File: src/rtl/sig_mul_seq.sv
// Sequential radix-2 shift-add multiplier for unpacked significands.
// One multiplier bit is consumed per clock; valid/ready handshakes on input and output.
module sig_mul_seq #(
  parameter int W = 53
) (
  input  logic           clk,
  input  logic           rst_n,
  input  logic           in_valid,
  output logic           in_ready,
  input  logic [W-1:0]   fa,
  input  logic [W-1:0]   fb,
  input  logic           za,
  input  logic           zb,
  output logic           out_valid,
  input  logic           out_ready,
  output logic [2*W-1:0] prod,
  output logic           prod_zero,
  output logic           busy
);

  localparam int CW = (W > 1) ? $clog2(W) : 1;

  typedef enum logic [1:0] {
    IDLE = 2'd0,
    RUN  = 2'd1,
    DONE = 2'd2
  } state_t;

  state_t         state;
  state_t         state_next;
  logic [2*W-1:0] p;
  logic [W-1:0]   a;
  logic [CW-1:0]  cnt;
  logic           pz;
  logic [W:0]     sum;
  logic           accept;
  logic           last;

  // Handshake decode and the add step of the current iteration
  always_comb begin
    accept = in_valid && (state == IDLE);
    last   = (cnt == CW'(W - 1));
    sum    = {1'b0, p[2*W-1:W]};
    if (p[0]) begin
      sum = {1'b0, p[2*W-1:W]} + {1'b0, a};
    end else begin
      sum = {1'b0, p[2*W-1:W]};
    end
  end

  // Next-state logic
  always_comb begin
    state_next = state;
    case (state)
      IDLE: begin
        if (accept) begin
          if (za || zb) begin
            state_next = DONE;
          end else begin
            state_next = RUN;
          end
        end else begin
          state_next = IDLE;
        end
      end
      RUN: begin
        if (last) begin
          state_next = DONE;
        end else begin
          state_next = RUN;
        end
      end
      DONE: begin
        if (out_ready) begin
          state_next = IDLE;
        end else begin
          state_next = DONE;
        end
      end
      default: state_next = IDLE;
    endcase
  end

  // State register
  always_ff @(posedge clk or negedge rst_n) begin
    if (!rst_n) begin
      state <= IDLE;
    end else begin
      state <= state_next;
    end
  end

  // Datapath: P holds {upper partial sum, remaining multiplier bits}; shifts right each RUN cycle
  always_ff @(posedge clk or negedge rst_n) begin
    if (!rst_n) begin
      p   <= {(2*W){1'b0}};
      a   <= {W{1'b0}};
      cnt <= {CW{1'b0}};
      pz  <= 1'b0;
    end else begin
      case (state)
        IDLE: begin
          if (accept) begin
            if (za || zb) begin
              p  <= {(2*W){1'b0}};
              pz <= 1'b1;
            end else begin
              a   <= fa;
              p   <= {{W{1'b0}}, fb};
              cnt <= {CW{1'b0}};
              pz  <= 1'b0;
            end
          end
        end
        RUN: begin
          p   <= {sum, p[W-1:1]};
          cnt <= cnt + CW'(1);
        end
        DONE: begin
          p <= p;
        end
        default: begin
          p <= p;
        end
      endcase
    end
  end

  assign in_ready  = (state == IDLE);
  assign out_valid = (state == DONE);
  assign busy      = (state != IDLE);
  assign prod      = p;
  assign prod_zero = pz;

endmodule

File: config.mk
export PLATFORM = sky130hd
export DESIGN_NAME = sig_mul_seq
export DESIGN_NICKNAME = d
export VERILOG_FILES = /design/src/rtl/sig_mul_seq.sv
export SDC_FILE = /design/constraint.sdc
export NUM_CORES = 1
export LEC_CHECK = 0
export ABC_AREA = 1
export BUFFER_PORTS_ARGS = -buffer_cell sky130_fd_sc_hd__buf_2
export CORE_MARGIN = 2
export CORE_UTILIZATION = 54
export CTS_CLUSTER_SIZE = 14
export DETAILED_ROUTE_END_ITERATION = 10
export GPL_TIMING_DRIVEN = 0
export HOLD_SLACK_MARGIN = 0.02
export PLACE_DENSITY = 0.81
export SKIP_LAST_GASP = 1
export SLEW_MARGIN = 20
export SYNTH_ARGS = -nofsm -noshare
export SYNTH_HDL_FRONTEND = slang
export SYNTH_SLANG_ARGS = --single-unit
File: constraint.sdc
create_clock -name clk -period 2.4 [get_ports clk]
set_clock_uncertainty 0.1 [all_clocks]
set_input_delay 0.48 -clock clk [delete_from_list [all_inputs] [get_ports clk]]
set_output_delay 0.48 -clock clk [all_outputs]
set_load 0.01 [all_outputs]
---- Word level (Yosys, flattened, before mapping) ----
Cells that the tools add are included.
operators by class
  add/sub/neg operators ................... 2
  equal/unequal tests ..................... 5
  multiplexer cells ....................... 13
  bitwise operators ....................... 1
  reduce and logical (&&, ||, !) cells .... 9
operators with widths
  operator             number
  $pmux 106 s2         1
  $mux 106             1
  $add 53x53->54       1
  $mux 54              1
  $mux 53              1
  $mux 6               2
  $pmux 6 s2           1
  $mux 2               4
  $add 6x1->6 const B  1
  $eq 6x6->1 const B   1
  $pmux 2 s3           1
  $reduce_and 3->1     2
  $reduce_and 2->1     2
  $reduce_bool 2->1    2
  $eq 2x1->1 const B   1
  $eq 2x2->1 const B   1
  $logic_not 2->1      1
  $ne 2x1->1 const B   1
  $ne 2x2->1 const B   1
  $logic_and 1x1->1    1
  $logic_or 1x1->1     1
  $mux 1               1
  $not 1->1            1
storage, ports and cells
  bits in registers ....................... 168
  input port bits ......................... 112
  logic and storage cells ................. 35

---- Longest topological paths before layout ----
  word-level depth ........................ 4
  gate-level depth with buffers ........... 16
  depth with buffers taken out ............ 16

---- Worst setup path after synthesis ----
OpenSTA, ideal clock, no wires.
  kind .................................... flip-flop to flip-flop
  start point ............................. register p[53] (netlist: prod[53])
  end point ............................... register p[88] (netlist: prod[88])
  arrival ................................. 1.882 ns
  data required time ...................... 2.174 ns
  setup slack ............................. 0.292 ns
  stages on the path, launching flop included .. 14
  buffers on the path ..................... 0
  clock period less this slack ............ 2.108 ns
  path through ............................ dfrtp_1 ha_1 fa_1 nand2_1 nand3_1 and2_4 nand3b_1 nand3_2 nand2_1 nand2_1 nand2_1 nand3_1 nand2_1 o21ai_2
between the ends
  longest elaborated chain between the ends .. 3
ends and longest elaborated chain
  element                   line  text
  start: declaration        31    logic [2*W-1:0] p;
  start signal: assignment  96    p <= {(2*W){1'b0}};
  start signal: assignment  105   p <= {(2*W){1'b0}};
  start signal: assignment  109   p <= {{W{1'b0}}, fb};
  $add 53x53->54            45    sum = {1'b0, p[2*W-1:W]} + {1'b0, a};
  $mux 54                   44    if (p[0]) begin
  $pmux 106 s2              101   case (state)
No other way between the ends.
A chain may end at the register's enable or synchronous reset.

---- Worst setup path in the final report ----
  start point ............................. register p[0] (netlist: prod[0])
  end point ............................... register p[72] (netlist: prod[72])
between the ends
  longest elaborated chain between the ends .. 2
ends and longest elaborated chain
  element       line
  $mux 54       44
  $pmux 106 s2  101
No other way between the ends.

==> results_dict.tcl <==
set metrics [dict create \
    finalWirelength_um 43500 \
    postPlaceCellArea_sq_um 13600 \
    drt_first_pass_iters 5 \
    critPathRequiredTime_ns 2.59 \
    r2r_setup_slack_ns -0.04 \
    critPathCaptureType "register" \
    clock_power_share 0.151 \
    r2r-end "prod[72]" \
    post-route-period-util 1.02 \
    initial_core_util 0.553 \
    path_clk_slew_ns 0.08 \
    grt_pass1_wl_um 66300 \
    insertion_delay_ns 0.45 \
    die-area_sq_um 23600 \
    ys_seq_area_frac 0.347 \
    syn_area_per_cell_sq_um 6.35 \
    drive_gt1_frac 0.222 \
    switching_share 0.506 \
    ff2ff_path_depth 6 \
    synthCells 1907 \
    finalWeightedCongestion 0.990 \
    route.detailed.drc 0 \
    grt_usage 0.363 \
    portBuffers 221 \
    area_growth_pct 23.1 \
    drt_iter0_drc 1185 \
    max_freq_mhz 409 \
    crit_type "reg -> reg" \
    grt_setup_unrepaired "yes" \
    r2r_start "prod[0]" \
    outcome "finished with violations" \
    setup_tns_ns -0.0444 \
    worstHoldPathCells 3 \
    power_frac_comb 0.564 \
    final_cells 2447 \
    grt_overflow_total 0 \
    tightestPinTransition_ns 1.13 \
    ir_worst_vdd_v 0.000700 \
    fin_area_sq_um 14900 \
    num_vias 13000 \
    clockBufferDepth 2 \
    setup_ws_ns -0.0444 \
    async_flop_share 1.00 \
    fin_crit_ns 2.44 \
    first_global_vias 12400 \
    io_pins 222 \
    dp_cells 2409 \
    cts_buffers 17 \
    grt_max_degree 98 \
    cp-startpoint "prod[0]" \
    slew_violations 0 \
    die_h_um 154 \
    yosysWarnings 0 \
    vias_per_cell 5.30 \
    rows 54 \
    maxCapViolCount 0 \
    final_common_cell "nand2_1" \
    dp_hpwl_um 34200 \
    final_nets 2322 \
    antenna_cells 0 \
    cts_sinks 168 \
    power.switching_mw 9.33 \
    fill_cells 1980 \
    p_per_area_nw_per_um2 1240 \
    synth-edff-count 0 \
    relSlewSlack 0.243 \
    final_antenna_net_count 0 \
    hold_violations 0 \
    avgRoutedWirePerCell_um 17.8 \
    cp-endpoint "prod[72]" \
    leakagePower_nw 8.37 \
    ys_seq_elements 168 \
    cts_tree "yes" \
    antenna_found_initial 1 \
    worstPathArrival_ns 2.63 \
    final_cell_mix "nand2_1 (809), inv_1 (277), buf_2 (242)" \
    p_int_mw 9.12 \
    cts_root_buffer "clkbuf_16" \
    cts.htree.levels 4 \
    crit_fanout 10 \
    setup_violations 1 \
    synth_fp_nets 2075 \
    cp-start-kind "register" \
    ys.flop_type "dfrtp_1" \
    pwr-share-seq 0.285 \
    hold_class "in -> reg" \
    die_w_um 154 \
    netlist_area_sq_um 12100 \
    synth_cell_type_count 44 \
    failed_checks "negative setup slack" \
    core_area_sq_um 21900 \
]
==> metal layers <==
metal	global-route usage	share of wire	wire [um]	vias up
li1	-	-	-	6330
met1	0.482	0.41	18000	6029
met2	0.598	0.46	20000	523
met3	0.0679	0.086	3750	95
met4	0.124	0.039	1690	0
met5	0	0	0	-
==> final cells by class <==
cell class | instances | area (sq um) | share of cell area
buffer | 51 | 224 | 0.0150
clock buffer | 18 | 429 | 0.0288
clock inverter | 14 | 159 | 0.0107
inverter | 296 | 1110 | 0.0745
multi-input combinational | 1392 | 7230 | 0.485
sequential | 168 | 4220 | 0.283
tap | 280 | 350 | 0.0235
timing repair buffer | 228 | 1190 | 0.0799
==> cells in the mapped netlist (10+ instances only) <==
library cell  count  area [sq um]
nand2_1         832          3120
inv_1           279          1050
dfrtp_1         168          4200
nand3_1         116           581
nor2_1          109           409
a21oi_1          68           340
o21ai_0          56           280
ha_1             55           688
nor2_2           32           200
clkbuf_1         25          93.8
buf_2            22           110
nand2_2          22           138
xor2_1           16           140
inv_2            15          56.3
o21ai_1          12          60.1
nand4_1          10          62.6
==> state kept, by name (all words and copies together) (netlist names) <==
signal,flops
prod,106
a,53
cnt,6
state,2
prod_zero,1
==> repair_timing <==
item / 4_1_cts / 5_1_grt
gates resized for setup: 12 / 122
hold endpoints to repair: 71 / 0
setup buffers: 1 / 4
hold buffers: 1 / 0
pin swaps: 0 / 16
setup endpoints to repair: 18 / 40
==> through the flow <==
step	setup slack [ns]	util	power [mW]	hold slack, ns
global placement	-1.84	0.620	14.0	0.364
floorplan	0.292	-	10.9	0.0844
finish	-0.0444	0.681	18.5	0.124
detailed placement	-0.157	0.622	14.2	0.370
global route	-0.0863	0.681	19.7	0.138
CTS	0.00797	0.651	17.0	0.125
==> critical path, cell delays in order, from the launching register on <==
cell      delay (ns)
dfrtp_1         0.39
clkbuf_1        0.27
inv_2           0.29
clkbuf_1        0.88
a21oi_1         0.15
nand2_1         0.12
o21ai_0         0.09
==> logic make-up after synthesis <==
logic type / synth area share
and+or+nand+nor: 0.396
AOI/OAI and AO/OA: 0.0739
buffers and inverters: 0.110
xor gates and xnor gates: 0.0145
DFF: 0.347
adders and majority gates: 0.0585
==> worst min path at each step <==
stage	from	to
5_1_grt	fa[12]	a[12]
6_report	fa[38]	a[38]
3_3_place_gp	a[0]	a[0]
4_1_cts	fa[38]	a[38]
3_5_place_dp	rst_n	prod[67]
2_1_floorplan	rst_n	a[0]
==> power by group through the flow <==
stage,registers [mW],clock network (mW),logic (mW)
after floorplan,5.05,0,5.88
after global placement,4.99,0,9.00
after detailed placement,5.01,0,9.17
after CTS,4.99,2.79,9.27
after global routing,5.39,2.90,11.4
final,5.26,2.79,10.4
Note: power is estimated with default switching activity, not from simulation.
